## config.mk

```make
export PLATFORM = sky130hd
export DESIGN_NAME = cpu_run_ctrl_flat
export DESIGN_NICKNAME = d
export VERILOG_FILES = /design/src/rtl/cpu_run_ctrl_pkg.sv /design/src/rtl/cpu_run_ctrl_if.sv /design/src/rtl/cpu_run_ctrl_pc_stable_det.sv /design/src/rtl/cpu_run_ctrl.sv /design/src/flat_wrapper.sv
export SDC_FILE = /design/constraint.sdc
export NUM_CORES = 1
export LEC_CHECK = 0
export BUFFER_PORTS_ARGS = -buffer_cell sky130_fd_sc_hd__buf_2
export CORE_UTILIZATION = 45
export DETAILED_ROUTE_END_ITERATION = 6
export PLACE_DENSITY = 0.79
export SYNTH_ARGS = -nofsm -noshare
export SYNTH_HDL_FRONTEND = slang
export SYNTH_SLANG_ARGS = --single-unit
```

## constraint.sdc

```tcl
create_clock -name clk -period 1.8 [get_ports clk]
set_input_delay 0.09 -clock clk [delete_from_list [all_inputs] [get_ports clk]]
set_output_delay 0.09 -clock clk [all_outputs]
set_load 0.02 [all_outputs]
```

## src/rtl/cpu_run_ctrl_pkg.sv

```systemverilog
// ============================================================================
// run_ctrl_pkg : shared state encoding and default sizing for cpu_run_ctrl
// Rev 1.0
// ============================================================================
`default_nettype none

package run_ctrl_pkg;

  typedef enum logic [1:0] {
    ST_IDLE  = 2'd0,
    ST_RESET = 2'd1,
    ST_RUN   = 2'd2,
    ST_DONE  = 2'd3
  } state_e;

  localparam int DEF_PC_W        = 32;
  localparam int DEF_CNT_W       = 16;
  localparam int DEF_RST_CYCLES  = 1;
  localparam int DEF_MAX_CYCLES  = 95;
  localparam int DEF_HALT_STABLE = 4;

endpackage

`default_nettype wire

```

## src/rtl/cpu_run_ctrl_if.sv

```systemverilog
// ============================================================================
// cpu_run_ctrl_if : host/CPU-side signals of the run controller
// Rev 1.0
// ============================================================================
`default_nettype none

interface cpu_run_ctrl_if
  import run_ctrl_pkg::*;
#(
  parameter int PC_W  = DEF_PC_W,
  parameter int CNT_W = DEF_CNT_W
);

  logic             start;
  logic [PC_W-1:0]  pc_i;
  logic             retire_i;
  logic             cpu_rst_o;
  logic             running_o;
  logic             done_o;
  logic             timeout_o;
  logic [CNT_W-1:0] cycle_cnt_o;
  logic [CNT_W-1:0] retired_cnt_o;

  modport master (
    output start, pc_i, retire_i,
    input  cpu_rst_o, running_o, done_o, timeout_o, cycle_cnt_o, retired_cnt_o
  );

  modport slave (
    input  start, pc_i, retire_i,
    output cpu_rst_o, running_o, done_o, timeout_o, cycle_cnt_o, retired_cnt_o
  );

endinterface

`default_nettype wire

```

## src/rtl/cpu_run_ctrl_pc_stable_det.sv

```systemverilog
// ============================================================================
// pc_stable_det : flags the HALT_STABLE-th consecutive identical fetch PC
// Rev 1.0
// ============================================================================
`default_nettype none

module pc_stable_det #(
  parameter int PC_W        = 32,
  parameter int HALT_STABLE = 4
) (
  input  wire logic            clk,
  input  wire logic            rst,
  input  wire logic            run,
  input  wire logic            first,
  input  wire logic [PC_W-1:0] pc,
  output logic                 halt
);

  localparam int SW = (HALT_STABLE > 2) ? $clog2(HALT_STABLE) : 1;

  logic [PC_W-1:0] pc_q;
  logic [SW-1:0]   stable;
  logic            same;

  // The first RUN cycle has no valid previous sample to compare against.
  assign same = run && !first && (pc == pc_q);
  assign halt = same && (stable == SW'(HALT_STABLE - 2));

  always_ff @(posedge clk or posedge rst) begin
    if (rst) begin
      pc_q   <= '0;
      stable <= '0;
    end else begin
      if (run) begin
        pc_q <= pc;
      end
      if (!run || !same) begin
        stable <= '0;
      end else if (stable != SW'(HALT_STABLE - 1)) begin
        stable <= stable + 1'b1;
      end
    end
  end

endmodule

`default_nettype wire

```

## src/rtl/cpu_run_ctrl.sv

```systemverilog
// ============================================================================
// cpu_run_ctrl : CPU reset sequencing, bounded run, halt/timeout reporting.
// Optional PC self-loop halt detection: RUN_CTRL_HALT_DETECT_EN.
// Rev 1.0
// ============================================================================
`default_nettype none

module cpu_run_ctrl
  import run_ctrl_pkg::*;
#(
  parameter int PC_W        = DEF_PC_W,
  parameter int CNT_W       = DEF_CNT_W,
  parameter int RST_CYCLES  = DEF_RST_CYCLES,
  parameter int MAX_CYCLES  = DEF_MAX_CYCLES,
  parameter int HALT_STABLE = DEF_HALT_STABLE
) (
  input  wire logic    clk,
  input  wire logic    rst,
  cpu_run_ctrl_if.slave bus
);

  localparam int RW = (RST_CYCLES > 1) ? $clog2(RST_CYCLES) : 1;

  state_e           state;
  logic [RW-1:0]    rst_cnt;
  logic [CNT_W-1:0] cycle_cnt;
  logic [CNT_W-1:0] retired_cnt;
  logic             cpu_rst;
  logic             running;
  logic             done;
  logic             timeout;
  logic             run;
  logic             first;
  logic             halt;
  logic             budget_hit;

  assign run        = (state == ST_RUN);
  assign first      = (cycle_cnt == '0);
  assign budget_hit = (cycle_cnt == CNT_W'(MAX_CYCLES - 1));

`ifdef RUN_CTRL_HALT_DETECT_EN
  pc_stable_det #(
    .PC_W        (PC_W),
    .HALT_STABLE (HALT_STABLE)
  ) u_det (
    .clk   (clk),
    .rst   (rst),
    .run   (run),
    .first (first),
    .pc    (bus.pc_i),
    .halt  (halt)
  );
`else
  localparam int unused_halt_stable = HALT_STABLE;
  logic unused_pc;
  assign unused_pc = ^bus.pc_i;
  assign halt      = 1'b0;
`endif

  always_ff @(posedge clk or posedge rst) begin
    if (rst) begin
      state       <= ST_IDLE;
      rst_cnt     <= '0;
      cycle_cnt   <= '0;
      retired_cnt <= '0;
      cpu_rst     <= 1'b1;
      running     <= 1'b0;
      done        <= 1'b0;
      timeout     <= 1'b0;
    end else begin
      case (state)
        ST_IDLE, ST_DONE: begin
          if (bus.start) begin
            state       <= ST_RESET;
            rst_cnt     <= '0;
            cycle_cnt   <= '0;
            retired_cnt <= '0;
            done        <= 1'b0;
            timeout     <= 1'b0;
          end
        end
        ST_RESET: begin
          if (rst_cnt == RW'(RST_CYCLES - 1)) begin
            state   <= ST_RUN;
            cpu_rst <= 1'b0;
            running <= 1'b1;
          end else begin
            rst_cnt <= rst_cnt + 1'b1;
          end
        end
        ST_RUN: begin
          cycle_cnt <= cycle_cnt + 1'b1;
          if (bus.retire_i && (retired_cnt != '1)) begin
            retired_cnt <= retired_cnt + 1'b1;
          end
          // Halt has priority when both events land in the same cycle.
          if (halt || budget_hit) begin
            state   <= ST_DONE;
            cpu_rst <= 1'b1;
            running <= 1'b0;
            done    <= 1'b1;
            timeout <= !halt;
          end
        end
        default: state <= ST_IDLE;
      endcase
    end
  end

  assign bus.cpu_rst_o     = cpu_rst;
  assign bus.running_o     = running;
  assign bus.done_o        = done;
  assign bus.timeout_o     = timeout;
  assign bus.cycle_cnt_o   = cycle_cnt;
  assign bus.retired_cnt_o = retired_cnt;

endmodule

`default_nettype wire

```

## src/flat_wrapper.sv

```systemverilog
// flat-port wrapper written by rule: the top's interface ports become plain ports
module cpu_run_ctrl_flat import run_ctrl_pkg::*;
#(
  parameter int PC_W        = DEF_PC_W,
  parameter int CNT_W       = DEF_CNT_W,
  parameter int RST_CYCLES  = DEF_RST_CYCLES,
  parameter int MAX_CYCLES  = DEF_MAX_CYCLES,
  parameter int HALT_STABLE = DEF_HALT_STABLE
)
  (clk, rst, bus_start, bus_pc_i, bus_retire_i, bus_cpu_rst_o, bus_running_o, bus_done_o, bus_timeout_o, bus_cycle_cnt_o, bus_retired_cnt_o);
  cpu_run_ctrl_if #(.PC_W(PC_W), .CNT_W(CNT_W)) bus_i ();
  input  wire logic clk;
  input  wire logic rst;
  input wire logic [$bits(bus_i.start)-1:0] bus_start;
  input wire logic [$bits(bus_i.pc_i)-1:0] bus_pc_i;
  input wire logic [$bits(bus_i.retire_i)-1:0] bus_retire_i;
  output wire logic [$bits(bus_i.cpu_rst_o)-1:0] bus_cpu_rst_o;
  output wire logic [$bits(bus_i.running_o)-1:0] bus_running_o;
  output wire logic [$bits(bus_i.done_o)-1:0] bus_done_o;
  output wire logic [$bits(bus_i.timeout_o)-1:0] bus_timeout_o;
  output wire logic [$bits(bus_i.cycle_cnt_o)-1:0] bus_cycle_cnt_o;
  output wire logic [$bits(bus_i.retired_cnt_o)-1:0] bus_retired_cnt_o;
  assign bus_i.start = bus_start;
  assign bus_i.pc_i = bus_pc_i;
  assign bus_i.retire_i = bus_retire_i;
  assign bus_cpu_rst_o = bus_i.cpu_rst_o;
  assign bus_running_o = bus_i.running_o;
  assign bus_done_o = bus_i.done_o;
  assign bus_timeout_o = bus_i.timeout_o;
  assign bus_cycle_cnt_o = bus_i.cycle_cnt_o;
  assign bus_retired_cnt_o = bus_i.retired_cnt_o;
  cpu_run_ctrl #(.PC_W(PC_W), .CNT_W(CNT_W), .RST_CYCLES(RST_CYCLES), .MAX_CYCLES(MAX_CYCLES), .HALT_STABLE(HALT_STABLE)) u_core (.clk(clk), .rst(rst), .bus(bus_i));
endmodule
```

After elaboration in Yosys (flattened, before gate mapping):

Cells that the tools add are included.

* register bits: 38
* input port bits: 36
* word-level logic and storage cells: 49

* $add $sub $neg: 3
* equal/unequal tests: 9
* mux-type cells: 18
* reductions and logical operators: 12

Operators with widths (number)
* 16-bit one-hot mux with 2 select lines: 2
* 16-bit by 1-bit adder with 16-bit output (second input constant): 2
* 16-bit two-way mux: 2
* 16-bit by 7-bit == test with 1-bit output (second input constant): 1
* 16-bit inequality test (second input constant): 1
* 3-bit AND reduction: 4
* 2-bit inequality test (second input constant): 4
* 1-bit one-hot mux with 2 select lines: 4
* 1-bit two-way mux: 6
* 2-bit two-way mux: 3
* 2-bit one-hot mux with 3 select lines: 1
* 2-bit nonzero test: 3
* 2-bit == test (second input constant): 2
* 2-bit AND reduction: 2
* 2-bit by 1-bit == test with 1-bit output (second input constant): 1
* 2-bit logical NOT: 1
* 2-bit OR reduction: 1
* 1-bit adder (second input constant): 1
* 1-bit logical AND: 1

Logic depth before layout (Yosys ltp):

* depth in word-level cells: 4
* depth in mapped cells: 8
* mapped depth without buffers: 7

Worst setup path after synthesis:

OpenSTA, ideal clock, no wires.

* kind: reg-to-reg
* from: register u_core.retired_cnt[0], in the netlist u_core.bus.retired_cnt_o[0]
* to: register u_core.retired_cnt[12], in the netlist u_core.bus.retired_cnt_o[12]
* library setup time: 121 ps
* data arrival time: 1816 ps
* slack: -137 ps
* cell stages (with the launch flop): 8
* period minus slack after synthesis: 1937 ps
* cell sequence: dfrtp_1 > ha_1 > nand4_4 > or2_0 > buf_2 > nor4_2 > xor2_1 > a22o_1

* cells in the longest elaborated chain, start to end: 4

RTL lines
* start, declared: RTL line cpu_run_ctrl.sv:27 `logic [CNT_W-1:0] retired_cnt;`
* start signal, assigned: RTL line cpu_run_ctrl.sv:94 `retired_cnt <= retired_cnt + 1'b1;`
* parallel branches: the longest is 4 deep, another holds 16-bit by 1-bit adder with 16-bit output

Parallel ways; which one is timed is not known. The select of a mux whose other input is x is not followed.
A chain may end at the register's enable or synchronous reset.

Worst setup path in the final report:

* from: register u_core.state[1]
* to: register u_core.retired_cnt[12], in the netlist u_core.bus.retired_cnt_o[12]

* cells in the longest elaborated chain, start to end: 4

RTL lines
* start, declared: RTL line cpu_run_ctrl.sv:24 `state_e state;`
* start signal, assigned: RTL line cpu_run_ctrl.sv:62 `state <= ST_IDLE;`
* start signal, assigned: RTL line cpu_run_ctrl.sv:74 `state <= ST_RESET;`
* start signal, assigned: RTL line cpu_run_ctrl.sv:84 `state <= ST_RUN;`
* 2-bit == test / 2-bit logical NOT (equally long branches): RTL line cpu_run_ctrl.sv:71 `case (state)`
* 2-bit OR reduction: RTL line cpu_run_ctrl.sv:71
* 2-bit inequality test (no source line) / 2-bit nonzero test (equally long branches)
* 3-bit AND reduction (no source line)

Several ways; a longest one is shown, not always the timed one.

==> impl_results.html <==
<table>
<tr><th>Metric</th><th>Value</th></tr>
<tr><th colspan="2">Timing</th></tr>
<tr><td>Unrepaired setup endpoints after global routing</td><td>true</td></tr>
<tr><td>Period Utilization, post-route</td><td>1.02</td></tr>
<tr><td>Crit path setup slack, layout</td><td>-0.0327 ns</td></tr>
<tr><td>Maximum clock frequency</td><td>roughly 550 MHz</td></tr>
<tr><td>Final-report setup violation count</td><td>1</td></tr>
<tr><td>Final worst clock skew</td><td>~0.011 ns</td></tr>
<tr><td>Final period demand of the worst path</td><td>1.83 ns</td></tr>
<tr><td>Measured slew at the worst slew-check pin</td><td>around 0.47 ns</td></tr>
<tr><td>Slew headroom</td><td>0.689</td></tr>
<tr><td>Total negative slack for setup checks</td><td>-0.0327 ns</td></tr>
<tr><td>Max Transition Viols Final</td><td>0</td></tr>
<tr><td>Final count of hold timing violations</td><td>0</td></tr>
<tr><th colspan="2">Synthesis</th></tr>
<tr><td>Adder and majority gate portion of the synthesized area</td><td>0.0303</td></tr>
<tr><td>Mapped Area</td><td>between 2000 and 2500 um2</td></tr>
<tr><td>Top FF cell, synth</td><td>sky130_fd_sc_hd__dfrtp_1</td></tr>
<tr><td>Net count of the mapped netlist</td><td>roughly 250</td></tr>
<tr><td>Post-synthesis compound-gate area fraction</td><td>0.125</td></tr>
<tr><td>Count of mapped cells out of synthesis</td><td>about 210</td></tr>
<tr><td>Portion of the post-synthesis area used by sequential elements</td><td>0.449</td></tr>
<tr><td>Flops &amp; latches, synth</td><td>37</td></tr>
<tr><td>Share of the synthesized netlist area taken by xor and xnor gates</td><td>0.0805</td></tr>
<tr><td>Simple-gate share of the synthesized area</td><td>0.249</td></tr>
<tr><td>Warnings, synthesis</td><td>0</td></tr>
<tr><td>Average cell area after synthesis</td><td>between 9 and 10 um2</td></tr>
<tr><td>Mux contribution to synthesized area</td><td>0.0309</td></tr>
<tr><td>Number of enable-type register cells in the synthesized netlist</td><td>0</td></tr>
<tr><td>Combinational family with the most area after synthesis</td><td>simple AND/OR/NAND/NOR gates</td></tr>
<tr><td>Synth async-reset ratio</td><td>1.00</td></tr>
<tr><td>Unique masters post-synth</td><td>50</td></tr>
<tr><th colspan="2">Place</th></tr>
<tr><td>Worst slack at placement</td><td>-0.146 ns</td></tr>
<tr><td>Inst Count DP</td><td>about 320</td></tr>
<tr><td>Number of I/O port buffers</td><td>39</td></tr>
<tr><td>Half-perimeter wire length of the detailed placement result</td><td>3470 um</td></tr>
<tr><td>Placed standard-cell area</td><td>between 2000 and 3000 um2</td></tr>
<tr><td>Last weighted congestion value of the routability-driven placer</td><td>a little under 0.9</td></tr>
<tr><th colspan="2">Cells and area</th></tr>
<tr><td>Layout Cells excl Fill</td><td>between 300 and 400</td></tr>
<tr><td>Nets</td><td>between 300 and 400</td></tr>
<tr><td>Antenna diode instance count</td><td>0</td></tr>
<tr><td>Most common library cell in the layout ignoring fill and taps</td><td>sky130_fd_sc_hd__buf_2</td></tr>
<tr><td>Fraction of final layout cells with drive strength greater than 1</td><td>0.416</td></tr>
<tr><td>Design Area, Final</td><td>about 2800 um2</td></tr>
<tr><td>P&amp;R area growth vs syn</td><td>36.1%</td></tr>
<tr><td>Fill cell instance count of the final layout</td><td>approximately 340</td></tr>
<tr><td>Commonest cells after routing, fill and taps aside</td><td>39 x sky130_fd_sc_hd__buf_2, 35 x sky130_fd_sc_hd__buf_4, 33 x sky130_fd_sc_hd__dfrtp_1</td></tr>
<tr><th colspan="2">Global routing</th></tr>
<tr><td>Antenna violations before repair</td><td>0</td></tr>
<tr><td>Total track usage</td><td>0.220</td></tr>
<tr><td>Pin count of the biggest net entering global routing</td><td>38</td></tr>
<tr><td>Total grt overflow</td><td>0</td></tr>
<tr><td>Number of global-route vias before repair</td><td>roughly 1.8k</td></tr>
<tr><td>Global-route wire length before repair</td><td>~8500 um</td></tr>
<tr><th colspan="2">Pwr</th></tr>
<tr><td>Switching part of the total</td><td>0.372</td></tr>
<tr><td>Share of power burned in combinational logic</td><td>0.430</td></tr>
<tr><td>Portion of total power attributed to the clock network</td><td>0.232</td></tr>
<tr><td>Worst vdd ir</td><td>between 0.0005 and 0.0006 V</td></tr>
<tr><td>Power consumption</td><td>between 2000 and 3000 uW</td></tr>
<tr><td>Sw Pwr</td><td>just over 1000 uW</td></tr>
<tr><td>Register share of total power</td><td>0.337</td></tr>
<tr><td>Internal power component</td><td>1740 uW</td></tr>
<tr><td>Static Leak</td><td>between 0.001 and 0.0015 uW</td></tr>
<tr><td>Areal power density over the cells</td><td>between 900 and 1000 nW/um2</td></tr>
<tr><th colspan="2">Floorplan</th></tr>
<tr><td>DIE AREA</td><td>4870 um2</td></tr>
<tr><td>Die Height</td><td>between 60 and 70 um</td></tr>
<tr><td>Horizontal die dimension</td><td>about 70 um</td></tr>
<tr><td>CORE AREA</td><td>4380 um2</td></tr>
<tr><td>Number of rows created at floorplan</td><td>24</td></tr>
<tr><td>Initial core utilization</td><td>0.471</td></tr>
<tr><td>I/O pin count</td><td>roughly 70</td></tr>
<tr><th colspan="2">Clock tree</th></tr>
<tr><td>Clock buffer count from CTS</td><td>5</td></tr>
<tr><td>Clock latency at the later pin of the worst-skew pair</td><td>roughly 0.29 ns</td></tr>
<tr><td>Clock tree from TritonCTS</td><td>done</td></tr>
<tr><td>Clock root buffer</td><td>sky130_fd_sc_hd__clkbuf_8</td></tr>
<tr><td>H-tree depth reported by CTS</td><td>2</td></tr>
<tr><td>Maximum root-to-sink buffer count</td><td>2</td></tr>
<tr><td>Clock-pin slew on the worst setup and hold paths</td><td>approximately 0.070 ns</td></tr>
<tr><td>Sink Count</td><td>37</td></tr>
<tr><th colspan="2">Detailed routing</th></tr>
<tr><td>Router iterations before antenna repair</td><td>4</td></tr>
<tr><td>Total via count in the routed design</td><td>approximately 1.9k</td></tr>
<tr><td>Average vias per placed instance</td><td>about 5.5</td></tr>
<tr><td>DRC violations left</td><td>0</td></tr>
<tr><td>Average detailed-routed wire length per instance</td><td>approximately 15 um</td></tr>
<tr><td>DRT antenna net count</td><td>0</td></tr>
<tr><td>Number of violations reported at the end of detailed-routing iteration 0</td><td>~210</td></tr>
<tr><td>Detailed-route wire length</td><td>approximately 5100 um</td></tr>
<tr><th colspan="2">Worst setup path</th></tr>
<tr><td>Required arrival time at the worst endpoint</td><td>1.97 ns</td></tr>
<tr><td>Type of origin of the critical path</td><td>flip-flop</td></tr>
<tr><td>Classification of the worst setup path</td><td>flip-flop to flip-flop</td></tr>
<tr><td>Max Fanout on Critical Path</td><td>6</td></tr>
<tr><td>Arrival time of the worst setup path</td><td>roughly 2.0 ns</td></tr>
<tr><td>CP Launch Point</td><td>u_core.state[1]$_DFFE_PP0P_</td></tr>
<tr><td>Worst setup EP type</td><td>flip-flop</td></tr>
<tr><td>Worst flop-to-flop path startpoint</td><td>u_core.state[1]$_DFFE_PP0P_</td></tr>
<tr><th colspan="2">Hold path</th></tr>
<tr><td>Hold wc startpoint</td><td>bus_start</td></tr>
<tr><td>Type of the most critical hold path</td><td>input port to flip-flop</td></tr>
<tr><th colspan="2">Outcome</th></tr>
<tr><td>Result of the run</td><td>complete, but fails checks</td></tr>
<tr><td>Violations in the final reports</td><td>negative setup slack</td></tr>
<tr><th colspan="2">Flow run</th></tr>
<tr><td>Max Cap Violations</td><td>0</td></tr>
</table>
==> metal layers <==
layer,vias to the layer above,global-route usage,share of wire
li1,898,-,-
met1,913,0.310,0.46
met2,47,0.325,0.47
met3,9,0.0552,0.051
met4,0,0.0844,0.014
met5,-,0,0
==> through the flow <==
stage | hold slack, ns | util
final | 0.186 | 0.642
after global placement | 0.221 | 0.587
after floorplan | 0.269 | -
after detailed placement | 0.228 | 0.587
after global routing | 0.213 | 0.642
after CTS | 0.173 | 0.627
==> worst max-delay path, cell delays in order (launching register included) <==
cell,delay (ns)
sky130_fd_sc_hd__dfrtp_1,0.42
sky130_fd_sc_hd__ha_4,0.28
sky130_fd_sc_hd__mux2_4,0.28
sky130_fd_sc_hd__nand2_8,0.10
sky130_fd_sc_hd__nor4_4,0.33
sky130_fd_sc_hd__xor2_1,0.11
sky130_fd_sc_hd__a22o_1,0.19
==> kinds of logic after synthesis <==
logic type      after synthesis
buf+inv                      15
compound gates               36
flops                        37
fa+ha+maj                     5
mux                           5
xor+xnor                     19
simple gates                 91
==> sequential cells by signal, indices dropped and copies added, names as in the netlist <==
| name | cells |
|---|---|
| u_core.bus.running_o | 1 |
| u_core.bus.retired_cnt_o | 16 |
| u_core.bus.done_o | 1 |
| u_core.state | 2 |
| u_core.bus.cpu_rst_o | 1 |
| u_core.bus.cycle_cnt_o | 16 |
==> Yosys cell counts, drive strengths merged, types with 2 or more instances <==
cell type,n,area share
and4,2,0.0085
clkbuf,4,0.012
and2,2,0.0061
a22o,7,0.030
a21oi,4,0.015
nor4b,2,0.0085
buf,3,0.0097
dfrtp,36,0.44
nand3,12,0.029
nor3,5,0.015
mux2i,4,0.025
inv,8,0.015
and3,7,0.021
xnor2,4,0.017
xor2,15,0.064
ha,5,0.030
nor4,6,0.028
nor2,21,0.038
nand4,9,0.035
nand2,21,0.043
o21ai,15,0.038
==> what timing repair did <==
action,in CTS,in global routing
pin swaps,1,17
endpoints found under the hold margin,36,0
resized for setup,10,12
hold buffers,1,0
endpoints found under the setup margin,27,24
buffers inserted,2,3
==> worst paths after layout <==
kind                                                                  to  slack, ns  cells past startpoint
worst max-delay path            u_core.bus.retired_cnt_o[12]$_DFFE_PP0P_      -0.03                      6
worst min-delay path                         u_core.state[1]$_DFFE_PP0P_       0.19                      4
max in group asynchronous        u_core.bus.retired_cnt_o[0]$_DFFE_PP0P_       0.99                      4
worst min register to register          u_core.bus.cpu_rst_o$_DFFE_PP1P_       0.53                      1
worst max register to register  u_core.bus.retired_cnt_o[12]$_DFFE_PP0P_      -0.03                      6
min in group asynchronous        u_core.bus.retired_cnt_o[2]$_DFFE_PP0P_       0.46                      4
==> layout make-up <==
| class | instances | area [um2] | area share |
|---|---|---|---|
| Clock buffer | 7 | 96.3 | 0.0342 |
| Sequential cell | 37 | 931 | 0.331 |
| Clock inverter | 1 | 5.00 | 0.00178 |
| Multi-Input combinational cell | 156 | 1200 | 0.425 |
| Timing Repair Buffer | 77 | 490 | 0.174 |
| Inverter | 8 | 30.0 | 0.0107 |
| Tap cell | 52 | 65.1 | 0.0231 |
==> power by group through the flow <==
stage | Combinational, uW | Sequential (uW) | Clock [uW]
after floorplan | 657 | 974 | 0
after global placement | 1010 | 939 | 0
after detailed placement | 1030 | 942 | 0
after CTS | 1140 | 933 | 653
after global routing | 1300 | 940 | 683
final | 1190 | 934 | 644
No activity file was read; power rests on OpenSTA's default activity.
